$ cat src/rtl/waveform_dm_pkg.sv
// ---------------------------------------------------------------------------
// waveform_dm_pkg
// Shared field offsets, status bits, error codes and FSM states for the
// waveform BRAM datamover command generator.
// Rev 1.0 - initial release
// ---------------------------------------------------------------------------
`default_nettype none

package waveform_dm_pkg;

   localparam int CMD_W          = 72;
   localparam int CMD_BTT_LSB    = 0;
   localparam int CMD_BTT_W      = 23;
   localparam int CMD_TYPE_BIT   = 23;
   localparam int CMD_DSA_LSB    = 24;
   localparam int CMD_EOF_BIT    = 30;
   localparam int CMD_DRR_BIT    = 31;
   localparam int CMD_SADDR_LSB  = 32;
   localparam int CMD_TAG_LSB    = 64;
   localparam int TAG_W          = 4;
   localparam int STS_W          = 8;

   localparam int STS_OKAY       = 7;
   localparam int STS_SLVERR     = 6;
   localparam int STS_DECERR     = 5;
   localparam int STS_INTERR     = 4;

   localparam logic [1:0] ERR_NONE    = 2'd0;
   localparam logic [1:0] ERR_REJECT  = 2'd1;
   localparam logic [1:0] ERR_STATUS  = 2'd2;
   localparam logic [1:0] ERR_TIMEOUT = 2'd3;

   typedef enum logic [1:0] {
      ST_IDLE     = 2'd0,
      ST_CMD      = 2'd1,
      ST_WAIT_STS = 2'd2
   } dm_state_t;

   function automatic logic [CMD_W-1:0] build_cmd(
      input logic [31:0]          saddr,
      input logic [CMD_BTT_W-1:0] btt,
      input logic [TAG_W-1:0]     tag
   );
      logic [CMD_W-1:0] cmd;
      cmd = '0;
      cmd[CMD_BTT_LSB +: CMD_BTT_W] = btt;
      cmd[CMD_TYPE_BIT]             = 1'b1;
      cmd[CMD_EOF_BIT]              = 1'b1;
      cmd[CMD_SADDR_LSB +: 32]      = saddr;
      cmd[CMD_TAG_LSB +: TAG_W]     = tag;
      return cmd;
   endfunction

   // A status beat is bad if OKAY is missing, any error flag is set,
   // or it echoes a tag other than the one issued.
   function automatic logic sts_is_error(
      input logic [STS_W-1:0] sts,
      input logic [TAG_W-1:0] tag
   );
      return !sts[STS_OKAY] || sts[STS_SLVERR] || sts[STS_DECERR] ||
             sts[STS_INTERR] || (sts[TAG_W-1:0] != tag);
   endfunction

endpackage

`default_nettype wire

$ cat src/rtl/waveform_dm_channel.sv
// ---------------------------------------------------------------------------
// waveform_dm_channel
// One command/status sequencer: issues a single datamover command, waits for
// its status beat (or a watchdog timeout) and reports done/error.
// Rev 1.0 - initial release
// ---------------------------------------------------------------------------
`default_nettype none

module waveform_dm_channel
   import waveform_dm_pkg::*;
#(
   parameter int ADDR_WIDTH     = 18,
   parameter int TIMEOUT_CYCLES = 65536,
   parameter int TIMER_WIDTH    = 17
) (
   input  logic                  clk,
   input  logic                  rst,
   input  logic                  i_req,
   input  logic [ADDR_WIDTH-1:0] i_addr,
   input  logic [CMD_BTT_W-1:0]  i_len,
   output logic                  o_busy,
   output logic                  o_done,
   output logic                  o_err,
   output logic [1:0]            o_err_code,
   output logic [STS_W-1:0]      o_sts,
   output logic [CMD_W-1:0]      o_cmd_tdata,
   output logic                  o_cmd_tvalid,
   input  logic                  i_cmd_tready,
   input  logic [STS_W-1:0]      i_sts_tdata,
   input  logic                  i_sts_tvalid,
   output logic                  o_sts_tready
);

   localparam logic [TIMER_WIDTH-1:0] c_TIMER_LAST = TIMER_WIDTH'(TIMEOUT_CYCLES - 1);

   dm_state_t              r_state;
   logic [TAG_W-1:0]       r_tag_cnt;
   logic [TAG_W-1:0]       r_tag;
   logic [CMD_W-1:0]       r_cmd;
   logic                   r_cmd_valid;
   logic                   r_done;
   logic                   r_err;
   logic [1:0]             r_err_code;
   logic [STS_W-1:0]       r_sts;
   logic [TIMER_WIDTH-1:0] r_timer;

   logic w_reject;
   logic w_timeout;

   assign w_reject  = (i_len == '0) || (i_addr[1:0] != 2'b00);
   assign w_timeout = (TIMEOUT_CYCLES != 0) && (r_timer == c_TIMER_LAST);

   always_ff @(posedge clk) begin
      if (rst) begin
         r_state     <= ST_IDLE;
         r_tag_cnt   <= '0;
         r_tag       <= '0;
         r_cmd       <= '0;
         r_cmd_valid <= 1'b0;
         r_done      <= 1'b0;
         r_err       <= 1'b0;
         r_err_code  <= ERR_NONE;
         r_sts       <= '0;
         r_timer     <= '0;
      end else begin
         r_done <= 1'b0;
         r_err  <= 1'b0;
         case (r_state)
            ST_IDLE: begin
               if (i_req) begin
                  if (w_reject) begin
                     r_err      <= 1'b1;
                     r_err_code <= ERR_REJECT;
                  end else begin
                     r_cmd       <= build_cmd(32'(i_addr), i_len, r_tag_cnt);
                     r_cmd_valid <= 1'b1;
                     r_tag       <= r_tag_cnt;
                     r_err_code  <= ERR_NONE;
                     r_state     <= ST_CMD;
                  end
               end
            end
            ST_CMD: begin
               if (i_cmd_tready) begin
                  r_cmd_valid <= 1'b0;
                  r_tag_cnt   <= r_tag_cnt + 1'b1;
                  r_timer     <= '0;
                  r_state     <= ST_WAIT_STS;
               end
            end
            ST_WAIT_STS: begin
               // A status beat on the timeout cycle wins over the watchdog.
               if (i_sts_tvalid) begin
                  r_sts   <= i_sts_tdata;
                  r_state <= ST_IDLE;
                  if (sts_is_error(i_sts_tdata, r_tag)) begin
                     r_err      <= 1'b1;
                     r_err_code <= ERR_STATUS;
                  end else begin
                     r_done <= 1'b1;
                  end
               end else if (w_timeout) begin
                  r_err      <= 1'b1;
                  r_err_code <= ERR_TIMEOUT;
                  r_state    <= ST_IDLE;
               end else begin
                  r_timer <= r_timer + 1'b1;
               end
            end
            default: r_state <= ST_IDLE;
         endcase
      end
   end

   assign o_busy       = (r_state != ST_IDLE);
   assign o_sts_tready = (r_state == ST_WAIT_STS);
   assign o_done       = r_done;
   assign o_err        = r_err;
   assign o_err_code   = r_err_code;
   assign o_sts        = r_sts;
   assign o_cmd_tdata  = r_cmd;
   assign o_cmd_tvalid = r_cmd_valid;

endmodule

`default_nettype wire

$ cat src/rtl/waveform_dm_cmd_gen.sv
// ---------------------------------------------------------------------------
// waveform_dm_cmd_gen
// Independent S2MM (load) and MM2S (playback) command/status sequencers.
// Rev 1.0 - initial release
// ---------------------------------------------------------------------------
`default_nettype none

module waveform_dm_cmd_gen
   import waveform_dm_pkg::*;
#(
   parameter int ADDR_WIDTH     = 18,
   parameter int TIMEOUT_CYCLES = 65536,
   parameter int TIMER_WIDTH    = 17
) (
   input  logic                  clk_in1,
   input  logic                  reset,
   input  logic                  wr_req,
   input  logic [ADDR_WIDTH-1:0] wr_addr,
   input  logic [22:0]           wr_len,
   output logic                  wr_busy,
   output logic                  wr_done,
   output logic                  wr_err,
   output logic [1:0]            wr_err_code,
   output logic [7:0]            wr_sts,
   input  logic                  rd_req,
   input  logic [ADDR_WIDTH-1:0] rd_addr,
   input  logic [22:0]           rd_len,
   output logic                  rd_busy,
   output logic                  rd_done,
   output logic                  rd_err,
   output logic [1:0]            rd_err_code,
   output logic [7:0]            rd_sts,
   output logic [71:0]           s_axis_s2mm_cmd_tdata,
   output logic                  s_axis_s2mm_cmd_tvalid,
   input  logic                  s_axis_s2mm_cmd_tready,
   input  logic [7:0]            m_axis_s2mm_sts_tdata,
   input  logic                  m_axis_s2mm_sts_tvalid,
   output logic                  m_axis_s2mm_sts_tready,
   output logic [71:0]           s_axis_mm2s_cmd_tdata,
   output logic                  s_axis_mm2s_cmd_tvalid,
   input  logic                  s_axis_mm2s_cmd_tready,
   input  logic [7:0]            m_axis_mm2s_sts_tdata,
   input  logic                  m_axis_mm2s_sts_tvalid,
   output logic                  m_axis_mm2s_sts_tready
);

   waveform_dm_channel #(
      .ADDR_WIDTH     (ADDR_WIDTH),
      .TIMEOUT_CYCLES (TIMEOUT_CYCLES),
      .TIMER_WIDTH    (TIMER_WIDTH)
   ) u_s2mm (
      .clk          (clk_in1),
      .rst          (reset),
      .i_req        (wr_req),
      .i_addr       (wr_addr),
      .i_len        (wr_len),
      .o_busy       (wr_busy),
      .o_done       (wr_done),
      .o_err        (wr_err),
      .o_err_code   (wr_err_code),
      .o_sts        (wr_sts),
      .o_cmd_tdata  (s_axis_s2mm_cmd_tdata),
      .o_cmd_tvalid (s_axis_s2mm_cmd_tvalid),
      .i_cmd_tready (s_axis_s2mm_cmd_tready),
      .i_sts_tdata  (m_axis_s2mm_sts_tdata),
      .i_sts_tvalid (m_axis_s2mm_sts_tvalid),
      .o_sts_tready (m_axis_s2mm_sts_tready)
   );

   waveform_dm_channel #(
      .ADDR_WIDTH     (ADDR_WIDTH),
      .TIMEOUT_CYCLES (TIMEOUT_CYCLES),
      .TIMER_WIDTH    (TIMER_WIDTH)
   ) u_mm2s (
      .clk          (clk_in1),
      .rst          (reset),
      .i_req        (rd_req),
      .i_addr       (rd_addr),
      .i_len        (rd_len),
      .o_busy       (rd_busy),
      .o_done       (rd_done),
      .o_err        (rd_err),
      .o_err_code   (rd_err_code),
      .o_sts        (rd_sts),
      .o_cmd_tdata  (s_axis_mm2s_cmd_tdata),
      .o_cmd_tvalid (s_axis_mm2s_cmd_tvalid),
      .i_cmd_tready (s_axis_mm2s_cmd_tready),
      .i_sts_tdata  (m_axis_mm2s_sts_tdata),
      .i_sts_tvalid (m_axis_mm2s_sts_tvalid),
      .o_sts_tready (m_axis_mm2s_sts_tready)
   );

endmodule

`default_nettype wire
$ cat config.mk
export PLATFORM = sky130hd
export DESIGN_NAME = waveform_dm_cmd_gen
export DESIGN_NICKNAME = d
export VERILOG_FILES = /design/src/rtl/waveform_dm_pkg.sv /design/src/rtl/waveform_dm_channel.sv /design/src/rtl/waveform_dm_cmd_gen.sv
export SDC_FILE = /design/constraint.sdc
export NUM_CORES = 1
export LEC_CHECK = 0
export BUFFER_PORTS_ARGS = -buffer_cell sky130_fd_sc_hd__buf_2
export CAP_MARGIN = 20
export CORE_MARGIN = 3
export CORE_UTILIZATION = 30
export CTS_CLUSTER_SIZE = 10
export DETAILED_ROUTE_END_ITERATION = 8
export GPL_ROUTABILITY_DRIVEN = 0
export GPL_TIMING_DRIVEN = 1
export MAX_ROUTING_LAYER = met4
export PLACE_DENSITY = 0.5
export SYNTH_ARGS = -nofsm -noshare
export SYNTH_HDL_FRONTEND = slang
export SYNTH_SLANG_ARGS = --single-unit
$ cat constraint.sdc
create_clock -name clk_in1 -period 2.6 [get_ports clk_in1]
set_input_delay 0.39 -clock clk_in1 [delete_from_list [all_inputs] [get_ports clk_in1]]
set_output_delay 0.39 -clock clk_in1 [all_outputs]
set_load 0.1 [all_outputs]
==> metrics.md, run 1 <==
| Metric | Value |
|---|---|
| CORE AREA | `0.0237 mm^2` |
| Drc violations | `0` |
| Die Area | `0.0262 mm^2` |
| Die Height | `162 um` |
| Rows | `56` |
| Crit path max fanout | `5` |
| Synth area leaders | `dfxtp_1 45%, mux2i_1 14%, nand2_1 9.8%, buf_4 5.4%, nor2_1 2.7%` |
| Worst Tran Pin Value | `0.665 ns` |
| Avg Inst Size Synth | `8.86 um^2` |
| Mapped Area | `0.00728 mm^2` |
| Largest net degree at the start of global routing | `61` |
| #FFs+latches synth | `164` |
| Global-route wire length before repair | `30,900 um` |
| Clock Tree Buf Depth | `2` |
| Port Buf Inserts | `229` |
| Final hold violations | `0` |
| Clk_skew | `0.0139 ns` |
| Synth top area share | `45.1%` |
| Crit-path cells | `and4_1 > nand3_2 > nor4_1 > ha_1 > or4b_4 > a211o_1 > or4_1 > a21oi_1` |
| Layout cells sized above 1 | `28.5%` |
| Vias | `6,160` |
| Area Growth Syn to Fin | `28.1%` |
| Root buffer cell | `clkbuf_16` |
| CP bufs+invs | `0` |
| Vias in the first global route | `5,943` |
| Slowest cell delay on critical path | `0.53 ns` |
| Final Net Count | `1,163` |
| Number of synthesized flops with an enable pin | `0` |
| Total Wirelength | `19,700 um` |
| Maxcap violations | `0` |
| CTS Hold Bufs | `0` |
| Slew Limit Fails | `0` |
| Syn Inst Count | `822` |
| LEAKAGE | `4.17 nW` |
| CP max stage cell | `or4b_4` |
| DIE WIDTH | `162 um` |
| Hold/Removal Path Class | `in -> reg` |
| Antenna viol nets, final | `0` |
| Final worst path period need | `2.45 ns` |
| Clock sinks | `164` |
| Placement Setup Slack | `0.0636 ns` |
| Max VDD drop | `0.376 mV` |
| Crit Path Category | `reg -> reg` |
| Clock latency on the worst-skew pair | `0.42 ns` |
| Outcome | `completed` |
| Ports | `280` |
| Crit path capture type | `register` |
| Clock-pin transition on the worst setup and hold timing paths | `0.07 ns` |
| Yosys top cell by area | `dfxtp_1` |
| Design Power | `0.00630 W` |
| Synth async-reset ratio | `0%` |
| Slew headroom | `55.3%` |
| Overflow after GRT | `0` |
| Routed WL per cell | `14.2 um` |
| Seq/Total Area, Yosys | `45.1%` |
| Ys flop type | `dfxtp_1` |
| Post-DP HPWL | `14,500 um` |
| First-pass detailed-route iteration total | `5` |
| Final WS setup | `0.150 ns` |
| Placed cells | `1,347` |
| CP Data Required Time | `2.93 ns` |
| Crit start category | `register` |
| Ys Warns | `0` |
| Post-route insts no fill | `1,383` |
| Final setup TNS | `0 ns` |
| CP top delay family | `simple AND/OR/NAND/NOR gates` |
| Pwr dens | `675 mW/mm^2` |
| Unique cell type count in the Yosys netlist | `52` |
| Number of H-tree levels | `4` |
| Period utilisation layout | `94.2%` |
| Critical Path AT | `2.78 ns` |
| Num CTS Buffers | `17` |
| Final setup violation count | `0` |
| Peak Freq | `408 MHz` |
| GRT Util Overall | `15.1%` |
| Initial antenna violation count | `0` |
| CTS tree | `yes` |
| Vias/cell | `4.45` |
| DR iter-0 viols | `240` |
| Starting Density | `30.7%` |
[timing repair]
action	CTS	global route
setup endpoints to repair	0	13
buffers inserted	0	4
resized for setup	0	5
[through the flow]
| step | util, % | instance area, um^2 | hold slack, ns |
|---|---|---|---|
| floorplan | - | 7470 | 0.449 |
| global placement | 36.7 | 8690 | 0.439 |
| detailed placement | 36.7 | 8690 | 0.443 |
| CTS | 39.2 | 9280 | 0.185 |
| global route | 39.4 | 9330 | 0.200 |
| finish | 39.4 | 9330 | 0.208 |
[report_power, final]
part | switching (W) | internal (W) | leakage [nW]
clock | 0.00109 | 0.00146 | 0.291
combinational | 0.000961 | 0.000193 | 2.55
sequential | 0.0000304 | 0.00257 | 1.33
total | 0.00208 | 0.00422 | 4.17
[layer usage]
metal | GRT usage, % | share of wire, %
met1 | 19.4 | 46
met3 | 3.44 | 5.3
met4 | 3.72 | 1.0
met2 | 24.1 | 47
met5 | - | 0
[worst reg2reg max path, stage by stage, from the launching register on]
cell,delay [ns]
dfxtp_1,0.33
and4_1,0.25
nand3_2,0.11
nor4_1,0.06
ha_1,0.19
or4b_4,0.53
a211o_1,0.33
or4_1,0.42
a21oi_1,0.16
[placed cells by master, fill, tap and decap left out, types with 7 or more instances in the layout]
cell       Yosys  routed
inv_1          9       9
or3_1         14      14
dfxtp_1      164     164
mux2i_1      103     103
xnor2_1        9       9
nor4_1        11      11
nand2_1      190     189
buf_2         10     229
buf_4         52      24
nor2_1        52      52
clkbuf_16      0      17
conb_1         1      50
o21ai_0       22      22
nand3_1        9       8
xor2_1        19      19
a21oi_1       27      26
nand4_1        7       7
[cell usage after synthesis, types with 3 or more instances]
| cell type | instances |
|---|---|
| a211oi_1 | 4 |
| nand3b_1 | 4 |
| dfxtp_1 | 164 |
| o31ai_1 | 3 |
| or3_1 | 14 |
| buf_1 | 3 |
| nor2b_1 | 3 |
| a21oi_1 | 27 |
| and4_1 | 6 |
| inv_1 | 9 |
| nor2_1 | 52 |
| nand2_1 | 190 |
| mux2i_1 | 103 |
| buf_2 | 10 |
| buf_4 | 52 |
| nor4b_1 | 4 |
| o21ai_0 | 22 |
| nand4_1 | 7 |
| and3_1 | 5 |
| xnor2_1 | 9 |
| and2_1 | 3 |
| nor3_1 | 6 |
| nand3_1 | 9 |
| o2111ai_1 | 6 |
| xor2_1 | 19 |
| clkbuf_1 | 30 |
| o21a_1 | 4 |
| or2_2 | 3 |
| or4_1 | 4 |
| nor4_1 | 11 |
| ha_1 | 6 |
[logic make-up after synthesis]
kind of cell | share of synthesized area, %
xor gates and xnor gates | 3.37
muxes | 14.2
DFF | 45.1
AOI/OAI and AO/OA | 6.87
buffers and inverters | 8.33
and+or+nand+nor | 21.1
other | 0.0515
adders and majority gates | 1.03
[layout make-up]
| class | count | area [um^2] |
|---|---|---|
| antenna | 1 | 2.50 |
| clock buffer | 18 | 439 |
| clock inverter | 13 | 149 |
| fill | 2512 | 14400 |
| inverter | 10 | 40.0 |
| multi-input combinational | 601 | 3610 |
| sequential | 164 | 3280 |
| tap | 319 | 399 |
| timing repair buffer | 257 | 1410 |
[path summary, 6_finish.rpt]
| kind | from | endpoint | slack (ns) | cells past startpoint |
|---|---|---|---|---|
| worst max-delay path | u_s2mm.r_timer[9]$_SDFFE_PP0P_ | u_s2mm.r_timer[14]$_SDFFE_PP0P_ | 0.15 | 8 |
| worst max register to register | u_s2mm.r_timer[9]$_SDFFE_PP0P_ | u_s2mm.r_timer[14]$_SDFFE_PP0P_ | 0.15 | 8 |
| worst min-delay path | wr_addr[13] | u_s2mm.o_cmd_tdata[45]$_SDFFE_PP0P_ | 0.21 | 3 |
| worst min register to register | u_s2mm.o_cmd_tdata[13]$_SDFFE_PP0P_ | u_s2mm.o_cmd_tdata[13]$_SDFFE_PP0P_ | 0.45 | 2 |
[sequential cells by signal (all words and copies together), names as in the netlist]
| signal | flops |
|---|---|
| u_mm2s.o_cmd_tdata | 43 |
| u_mm2s.o_cmd_tvalid | 1 |
| u_mm2s.o_done | 1 |
| u_mm2s.o_err | 1 |
| u_mm2s.o_err_code | 2 |
| u_mm2s.o_sts | 8 |
| u_mm2s.r_state | 2 |
| u_mm2s.r_tag | 3 |
| u_mm2s.r_tag_cnt | 4 |
| u_mm2s.r_timer | 17 |
| u_s2mm.o_cmd_tdata | 43 |
| u_s2mm.o_cmd_tvalid | 1 |
| u_s2mm.o_done | 1 |
| u_s2mm.o_err | 1 |
| u_s2mm.o_err_code | 2 |
| u_s2mm.o_sts | 8 |
| u_s2mm.r_state | 2 |
| u_s2mm.r_tag | 3 |
| u_s2mm.r_tag_cnt | 4 |
| u_s2mm.r_timer | 17 |
Note: power is estimated with default switching activity, not from simulation.
==> inputs of run 2 (changes only) <==
Settings changed: CORE_UTILIZATION 30 to 50, PLACE_DENSITY 0.5 to 0.77, SYNTH_HIERARCHICAL from default to 1.
==> metrics.md, run 2 <==
| Metric | Value |
|---|---|
| Slew headroom | `52.0% (was 55.3%)` |
| Vias in the first global route | `5,851 (was 5,943)` |
| CP bufs+invs | `0 (unchanged)` |
| Final setup TNS | `0 ns (unchanged)` |
| Port Buf Inserts | `229 (unchanged)` |
| Fill cells | `1,337 (was 2,512)` |
| Yosys top cell by area | `dfxtp_1 (unchanged)` |
| Hold wc startpoint | `m_axis_mm2s_sts_tdata[6] (was wr_addr[13])` |
| Root buffer cell | `clkbuf_16 (unchanged)` |
| WHS | `0.218 ns (was 0.208 ns)` |
| Die Area | `0.0172 mm^2 (was 0.0262 mm^2)` |
| Drc violations | `0 (unchanged)` |
| Critical path launch point | `u_s2mm/r_timer[0]$_SDFFE_PP0P_ (was u_s2mm.r_timer[9]$_SDFFE_PP0P_)` |
| CP max stage cell | `or4b_4 (unchanged)` |
| Synth top area share | `41.9% (was 45.1%)` |
| R2r setup slk | `0.15 ns (about the same)` |
| Max VDD drop | `0.448 mV (was 0.376 mV)` |
| Final worst path period need | `2.45 ns (about the same)` |
| Post-DP HPWL | `12,600 um (was 14,500 um)` |
| Crit path max fanout | `6 (was 5)` |
| Maxcap violations | `0 (unchanged)` |
| Commonest cells after routing, fill and taps aside | `228 x buf_2, 175 x nand2b_1, 164 x dfxtp_1, 95 x mux2i_1, 50 x conb_1 (was 229 x buf_2, 189 x nand2_1, 164 x dfxtp_1, 103 x mux2i_1, 52 x nor2_1)` |
| Critical Path AT | `2.78 ns (about the same)` |
| Final hold violations | `0 (unchanged)` |
| Most used cell along the critical path | `ha_2` |
| Commonest non-fill, non-tap cell in the layout | `buf_2 (unchanged)` |
| Synth area leaders | `dfxtp_1 42%, nand2b_1 14%, mux2i_1 12%, buf_4 5.6%, nand2_1 2.1% (was dfxtp_1 45%, mux2i_1 14%, nand2_1 9.8%, buf_4 5.4%, nor2_1 2.7%)` |
| Initial antenna violation count | `0 (unchanged)` |
| Worst Hold Depth | `3 (unchanged)` |
| #FFs+latches synth | `164 (unchanged)` |
| Area Growth Syn to Fin | `22.2% (was 28.1%)` |
| Crit-path cells | `ha_2 > and2_1 > nand2_1 > nor2_1 > ha_2 > or4b_4 > a21o_4 > or4_1 > a21oi_1 (was and4_1 > nand3_2 > nor4_1 > ha_1 > or4b_4 > a211o_1 > or4_1 > a21oi_1)` |
| Crit Path Category | `reg -> reg (unchanged)` |
| Clk_skew | `0.00933 ns (was 0.0139 ns)` |
| Ys Warns | `6 (was 0)` |
| GRT Util Overall | `20.0% (was 15.1%)` |
| Num CTS Buffers | `17 (unchanged)` |
| Antenna viol nets, final | `0 (unchanged)` |
| Worst Tran Pin Value | `0.719 ns (was 0.665 ns)` |
| Most frequent cells after synthesis | `175 x nand2b_1, 164 x dfxtp_1, 95 x mux2i_1 (was 190 x nand2_1, 164 x dfxtp_1, 103 x mux2i_1)` |
| Rows | `45 (was 56)` |
| Outcome | `completed (unchanged)` |
| Final WS setup | `0.149 ns (was 0.150 ns)` |
| Global-route wire length before repair | `28,200 um (was 30,900 um)` |
| Avg Inst Size Synth | `9.35 um^2 (was 8.86 um^2)` |
| DIE WIDTH | `131 um (was 162 um)` |
| Layout cells sized above 1 | `28.3% (was 28.5%)` |
| Period utilisation layout | `94.3% (was 94.2%)` |
| Worst Reg-to-Reg Cells | `9 (was 8)` |
| Clock latency on the worst-skew pair | `0.42 ns (about the same)` |
| First-pass detailed-route iteration total | `4 (was 5)` |
| LEAKAGE | `4.06 nW (was 4.17 nW)` |
| Peak Freq | `408 MHz (about the same)` |
| Unique cell type count in the Yosys netlist | `57 (was 52)` |
| Mapped Area | `0.00784 mm^2 (was 0.00728 mm^2)` |
| Clock sinks | `164 (unchanged)` |
| DR iter-0 viols | `269 (was 240)` |
| Ports | `280 (unchanged)` |
| Antenna diodes | `0 (was 1)` |
| Placement Setup Slack | `0.00280 ns (was 0.0636 ns)` |
| Number of synthesized flops with an enable pin | `0 (unchanged)` |
| CP Data Required Time | `2.93 ns (about the same)` |
| Starting Density | `51.4% (was 30.7%)` |
| Largest net degree at the start of global routing | `99 (was 61)` |
| Overflow after GRT | `0 (unchanged)` |
| Util after Layout | `62.8% (was 39.4%)` |
| Crit start category | `register (unchanged)` |
| Die Height | `131 um (was 162 um)` |
| Clock Tree Buf Depth | `2 (unchanged)` |
| Synth async-reset ratio | `0% (unchanged)` |
| Final Net Count | `1,167 (was 1,163)` |
| Vias | `6,303 (was 6,160)` |
| Clock-pin transition on the worst setup and hold timing paths | `0.06 ns (was 0.07 ns)` |
| CP top delay family | `simple AND/OR/NAND/NOR gates (unchanged)` |
| Syn Inst Count | `838 (was 822)` |
| Setup Buffers After CTS | `0 (unchanged)` |
| Seq/Total Area, Yosys | `41.9% (was 45.1%)` |
| CTS tree | `yes (unchanged)` |
| Crit path capture type | `register (unchanged)` |
| Vias/cell | `4.93 (was 4.45)` |
| Number of H-tree levels | `4 (unchanged)` |
| Ys flop type | `dfxtp_1 (unchanged)` |
| Critical path depth | `9 (was 8)` |
| Total Wirelength | `17,200 um (was 19,700 um)` |
| Routed WL per cell | `13.4 um (was 14.2 um)` |
| Slowest cell delay on critical path | `0.57 ns (was 0.53 ns)` |
| Final setup violation count | `0 (unchanged)` |
| Count leader, synth | `nand2b_1 (was nand2_1)` |
| RSZ-0062 raised after global routing | `false` |
| Hold/Removal Path Class | `in -> reg (unchanged)` |
| CORE AREA | `0.0153 mm^2 (was 0.0237 mm^2)` |
| Pwr dens | `641 mW/mm^2 (was 675 mW/mm^2)` |
| R2r startpoint | `u_s2mm/r_timer[0]$_SDFFE_PP0P_ (was u_s2mm.r_timer[9]$_SDFFE_PP0P_)` |
| FF-to-FF End | `u_s2mm/r_timer[13]$_SDFFE_PP0P_ (was u_s2mm.r_timer[14]$_SDFFE_PP0P_)` |
| Endpoint of the worst hold path | `u_mm2s/o_sts[6]$_SDFFE_PP0P_ (was u_s2mm.o_cmd_tdata[45]$_SDFFE_PP0P_)` |
| Slew Limit Fails | `0 (unchanged)` |
[run 2: changes by cell type in the layout (fill, tap and decap cells not counted), moves of 6 or more]
cell      delta
nor3b_1      +6
o21ai_0      -9
nand2b_1   +174
a211oi_1     +6
mux2i_1      -8
nand2_1    -145
nand3_1     +10
nor2_1      -16
xnor2_1      +8
xor2_1       -6
[run 2: cell families (layout without fill, tap and decap cells)]
| family | after synthesis | count (layout) | synth area share, % |
|---|---|---|---|
| XOR/XNOR | 30 | 30 | 3.35 |
| flip-flops | 164 | 164 | 41.9 |
| adder cells (fa/ha/maj) | 6 | 6 | 0.958 |
| other | 2 | 50 | 0.0958 |
| buffers and inverters | 109 | 290 | 8.24 |
| multiplexers | 95 | 95 | 12.1 |
| AO/OA/AOI/OAI | 84 | 85 | 7.54 |
| AND/OR/NAND/NOR | 348 | 348 | 25.8 |
[run 2: layout make-up]
class	instances	area [um^2]	share of cell area, %
Sequential cell	164	3280	34.3
Multi-Input combinational cell	614	4120	43.0
Timing Repair Buffer	249	1320	13.8
Inverter	9	33.8	0.353
Clock buffer	17	425	4.44
Clock inverter	15	129	1.35
Tap cell	211	264	2.76
[run 2: where the power goes]
group / switching, W / internal [W]
clock: 0.00104 / 0.00132
sequential: 0.0000322 / 0.00257
combinational: 0.000938 / 0.000236
total: 0.00201 / 0.00413
[run 2: worst max path at each step]
stage                                            to
global placement    u_s2mm/r_timer[13]$_SDFFE_PP0P_
detailed placement  u_s2mm/r_timer[13]$_SDFFE_PP0P_
global route        u_mm2s/r_timer[14]$_SDFFE_PP0P_
CTS                 u_s2mm/r_timer[13]$_SDFFE_PP0P_
floorplan           u_s2mm/r_timer[13]$_SDFFE_PP0P_
finish              u_s2mm/r_timer[13]$_SDFFE_PP0P_
[run 2: metal layers]
layer  routed length (um)  vias up  GRT usage (%)
met4                  178        0           6.13
met1                 7900     2893           25.9
li1                     -     3177              -
met3                 1140       14           4.98
met2                 7940      219           31.1
met5                    0        -              -
[run 2: worst register-to-register path: cells and delay by family (launching register included)]
family	cells	cell delay, ns
DFF	1	0.33
and+or+nand+nor	5	1.26
AOI/OAI and AO/OA	2	0.40
adders and majority gates	2	0.38
[run 2: metrics by stage]
| stage | area (um^2) | total power, W | cells |
|---|---|---|---|
| 2_1_floorplan | 8020 | 0.00369 | 886 |
| 3_3_place_gp | 9010 | 0.00383 | 1246 |
| 3_5_place_dp | 9010 | 0.00383 | 1246 |
| 4_1_cts | 9560 | 0.00621 | 1278 |
| 5_1_grt | 9580 | 0.00638 | 1279 |
| 6_report | 9580 | 0.00614 | 1279 |
[run 2: repair_timing]
item                       4_1_cts  5_1_grt
setup endpoints to repair        1        3
hold buffers                     0        0
resized for setup                1        2
pin swaps                        0        3
cloned                           0        1
==> inputs of run 3 (changes only) <==
Settings changed: CORE_UTILIZATION 50 to 54, PLACE_DENSITY 0.77 to 0.83.
Clock period 2.6 ns to 3.2 ns, I/O delays scaled along.
==> metrics.md, run 3 (synthesized netlist as in run 2, its figures left out) <==
| Metric | Value |
|---|---|
| Outcome | `completed (unchanged)` |
| Max VDD drop | `0.397 mV (was 0.448 mV)` |
| Total Wirelength | `17,800 um (was 17,200 um)` |
| Period utilisation layout | `81.9% (was 94.3%)` |
| Setup Buffers After CTS | `0 (unchanged)` |
| Final Net Count | `1,151 (was 1,167)` |
| Final hold violations | `0 (unchanged)` |
| DIE WIDTH | `126 um (was 131 um)` |
| RSZ-0062 raised after global routing | `false (unchanged)` |
| Peak Freq | `382 MHz (was 408 MHz)` |
| Slew Limit Fails | `0 (unchanged)` |
| Busiest grt layer | `met2 (unchanged)` |
| Critical Path AT | `2.95 ns (was 2.78 ns)` |
| Layout cells sized above 1 | `26.7% (was 28.3%)` |
| WHS | `0.306 ns (was 0.218 ns)` |
| Met2 Use GR | `36.3% (was 31.1%)` |
| Drc violations | `0 (unchanged)` |
| Post-DP HPWL | `12,900 um (was 12,600 um)` |
| Final WS setup | `0.579 ns (was 0.149 ns)` |
| Global-route wire length before repair | `29,300 um (was 28,200 um)` |
| Crit path max fanout | `9 (was 6)` |
| Commonest non-fill, non-tap cell in the layout | `buf_2 (unchanged)` |
| Routed WL per cell | `14.5 um (was 13.4 um)` |
| DR iter-0 viols | `306 (was 269)` |
| Crit start category | `register (unchanged)` |
| CP Data Required Time | `3.53 ns (was 2.93 ns)` |
| Number of H-tree levels | `4 (unchanged)` |
| Clock sinks | `164 (unchanged)` |
| Vias in the first global route | `6,000 (was 5,851)` |
| Antenna viol nets, final | `0 (unchanged)` |
| Overflow after GRT | `0 (unchanged)` |
| Final worst path period need | `2.62 ns (was 2.45 ns)` |
| Num CTS Buffers | `17 (unchanged)` |
| Clock Tree Buf Depth | `2 (unchanged)` |
| CTS Hold Bufs | `0 (unchanged)` |
| Area Growth Syn to Fin | `21.1% (was 22.2%)` |
| Rows | `43 (was 45)` |
| Clock latency on the worst-skew pair | `0.41 ns (was 0.42 ns)` |
| Placement Setup Slack | `0.618 ns (was 0.00280 ns)` |
| Critical path launch point | `u_s2mm/r_timer[0]$_SDFFE_PP0P_ (unchanged)` |
| Crit Path Category | `reg -> reg (unchanged)` |
| Vias/cell | `5.06 (was 4.93)` |
| CP max stage cell | `or4b_1 (was or4b_4)` |
| Maxcap violations | `0 (unchanged)` |
| Starting Density | `55.8% (was 51.4%)` |
| Most used cell along the critical path | `ha_1 (was ha_2)` |
| Die Area | `0.0160 mm^2 (was 0.0172 mm^2)` |
| CTS tree | `yes (unchanged)` |
| Design Power | `0.00523 W (was 0.00614 W)` |
| Hold wc startpoint | `m_axis_mm2s_sts_tdata[4] (was m_axis_mm2s_sts_tdata[6])` |
| Met3 Usage GRT | `5.05% (was 4.98%)` |
| First-pass detailed-route iteration total | `4 (unchanged)` |
| Initial antenna violation count | `1 (was 0)` |
| Ports | `280 (unchanged)` |
| R2r startpoint | `u_s2mm/r_timer[0]$_SDFFE_PP0P_ (unchanged)` |
| Root buffer cell | `clkbuf_16 (unchanged)` |
| Clk_skew | `0.00563 ns (was 0.00933 ns)` |
| Hold/Removal Path Class | `in -> reg (unchanged)` |
| Pwr dens | `551 mW/mm^2 (was 641 mW/mm^2)` |
| Post-CTS Resized | `0 (was 1)` |
| GRT Util Overall | `22.6% (was 20.0%)` |
| Vias | `6,245 (was 6,303)` |
| Crit-path cells | `ha_1 > and2_1 > nand2_1 > nor2_1 > ha_1 > or4b_1 > a21o_4 > or4_1 > a21oi_1 (was ha_2 > and2_1 > nand2_1 > nor2_1 > ha_2 > or4b_4 > a21o_4 > or4_1 > a21oi_1)` |
| Port Buf Inserts | `229 (unchanged)` |
| LEAKAGE | `4.03 nW (was 4.06 nW)` |
| Worst Tran Pin Value | `0.652 ns (was 0.719 ns)` |
| Clock-pin transition on the worst setup and hold timing paths | `0.06 ns (about the same)` |
| Crit path capture type | `register (unchanged)` |
| Slew headroom | `56.1% (was 52.0%)` |
| Die Height | `126 um (was 131 um)` |
| CORE AREA | `0.0140 mm^2 (was 0.0153 mm^2)` |
| Final setup violation count | `0 (unchanged)` |
| Commonest cells after routing, fill and taps aside | `228 x buf_2, 175 x nand2b_1, 164 x dfxtp_1, 95 x mux2i_1, 50 x conb_1 (unchanged)` |
| Slowest cell delay on critical path | `0.64 ns (was 0.57 ns)` |
| Met1 usage | `28.4% (was 25.9%)` |
| Largest net degree at the start of global routing | `99 (unchanged)` |
| Final setup TNS | `0 ns (unchanged)` |
run 3: cell count changes in the layout (fill, tap and decap cells not counted), moves of 2 or more:
cell / change
buf_4: -15
inv_6: -4
bufinv_16: +3
clkinv_4: +3
clkinvlp_4: -3
clkbuf_8: +2
clkinv_2: -2
ha_1: +2
ha_2: -2
run 3: worst paths after layout:
path                                             to  slack (ns)  depth (start not counted)
hold reg to reg   u_mm2s/o_err_code[1]$_SDFFE_PP0P_        0.45                          2
setup reg to reg    u_s2mm/r_timer[13]$_SDFFE_PP0P_        0.58                          9
hold / removal         u_mm2s/o_sts[4]$_SDFFE_PP0P_        0.31                          3
setup / recovery    u_s2mm/r_timer[13]$_SDFFE_PP0P_        0.58                          9
run 3: layer usage:
| layer | up-vias | share of wire (%) |
|---|---|---|
| li1 | 3134 | - |
| met1 | 2879 | 44 |
| met2 | 213 | 47 |
| met3 | 19 | 7.0 |
| met4 | 0 | 1.3 |
| met5 | - | 0 |
run 3: metrics by stage:
| step | instance area [um^2] | utilization (%) | std cells |
|---|---|---|---|
| 6_report | 9490 | 67.6 | 1233 |
| 5_1_grt | 9490 | 67.6 | 1233 |
| 4_1_cts | 9490 | 67.6 | 1232 |
| 3_5_place_dp | 8850 | 63.0 | 1200 |
| 3_3_place_gp | 8850 | 63.0 | 1200 |
| 2_1_floorplan | 8020 | - | 886 |
run 3: final cells by class:
| class | count | area, um^2 |
|---|---|---|
| repair buffers | 234 | 1210 |
| fillers | 1152 | 4550 |
| inverters | 9 | 33.8 |
| diodes | 1 | 2.50 |
| well taps | 180 | 225 |
| multi-input cells | 613 | 4100 |
| clock inverters | 12 | 178 |
| flip-flops and latches | 164 | 3280 |
| clock buffers | 20 | 457 |
run 3: worst max-delay path, delay by kind of cell (launching register included):
kind	cells	cell delay (ns)
simple gates	5	1.33
compound gates	2	0.46
fa+ha+maj	2	0.43
flops	1	0.33
run 3: power breakdown:
group / switching, W / internal (W) / total, W
Combinational: 0.000763 / 0.000186 / 0.000949
Clock: 0.000812 / 0.00135 / 0.00216
Sequential: 0.0000275 / 0.00209 / 0.00212
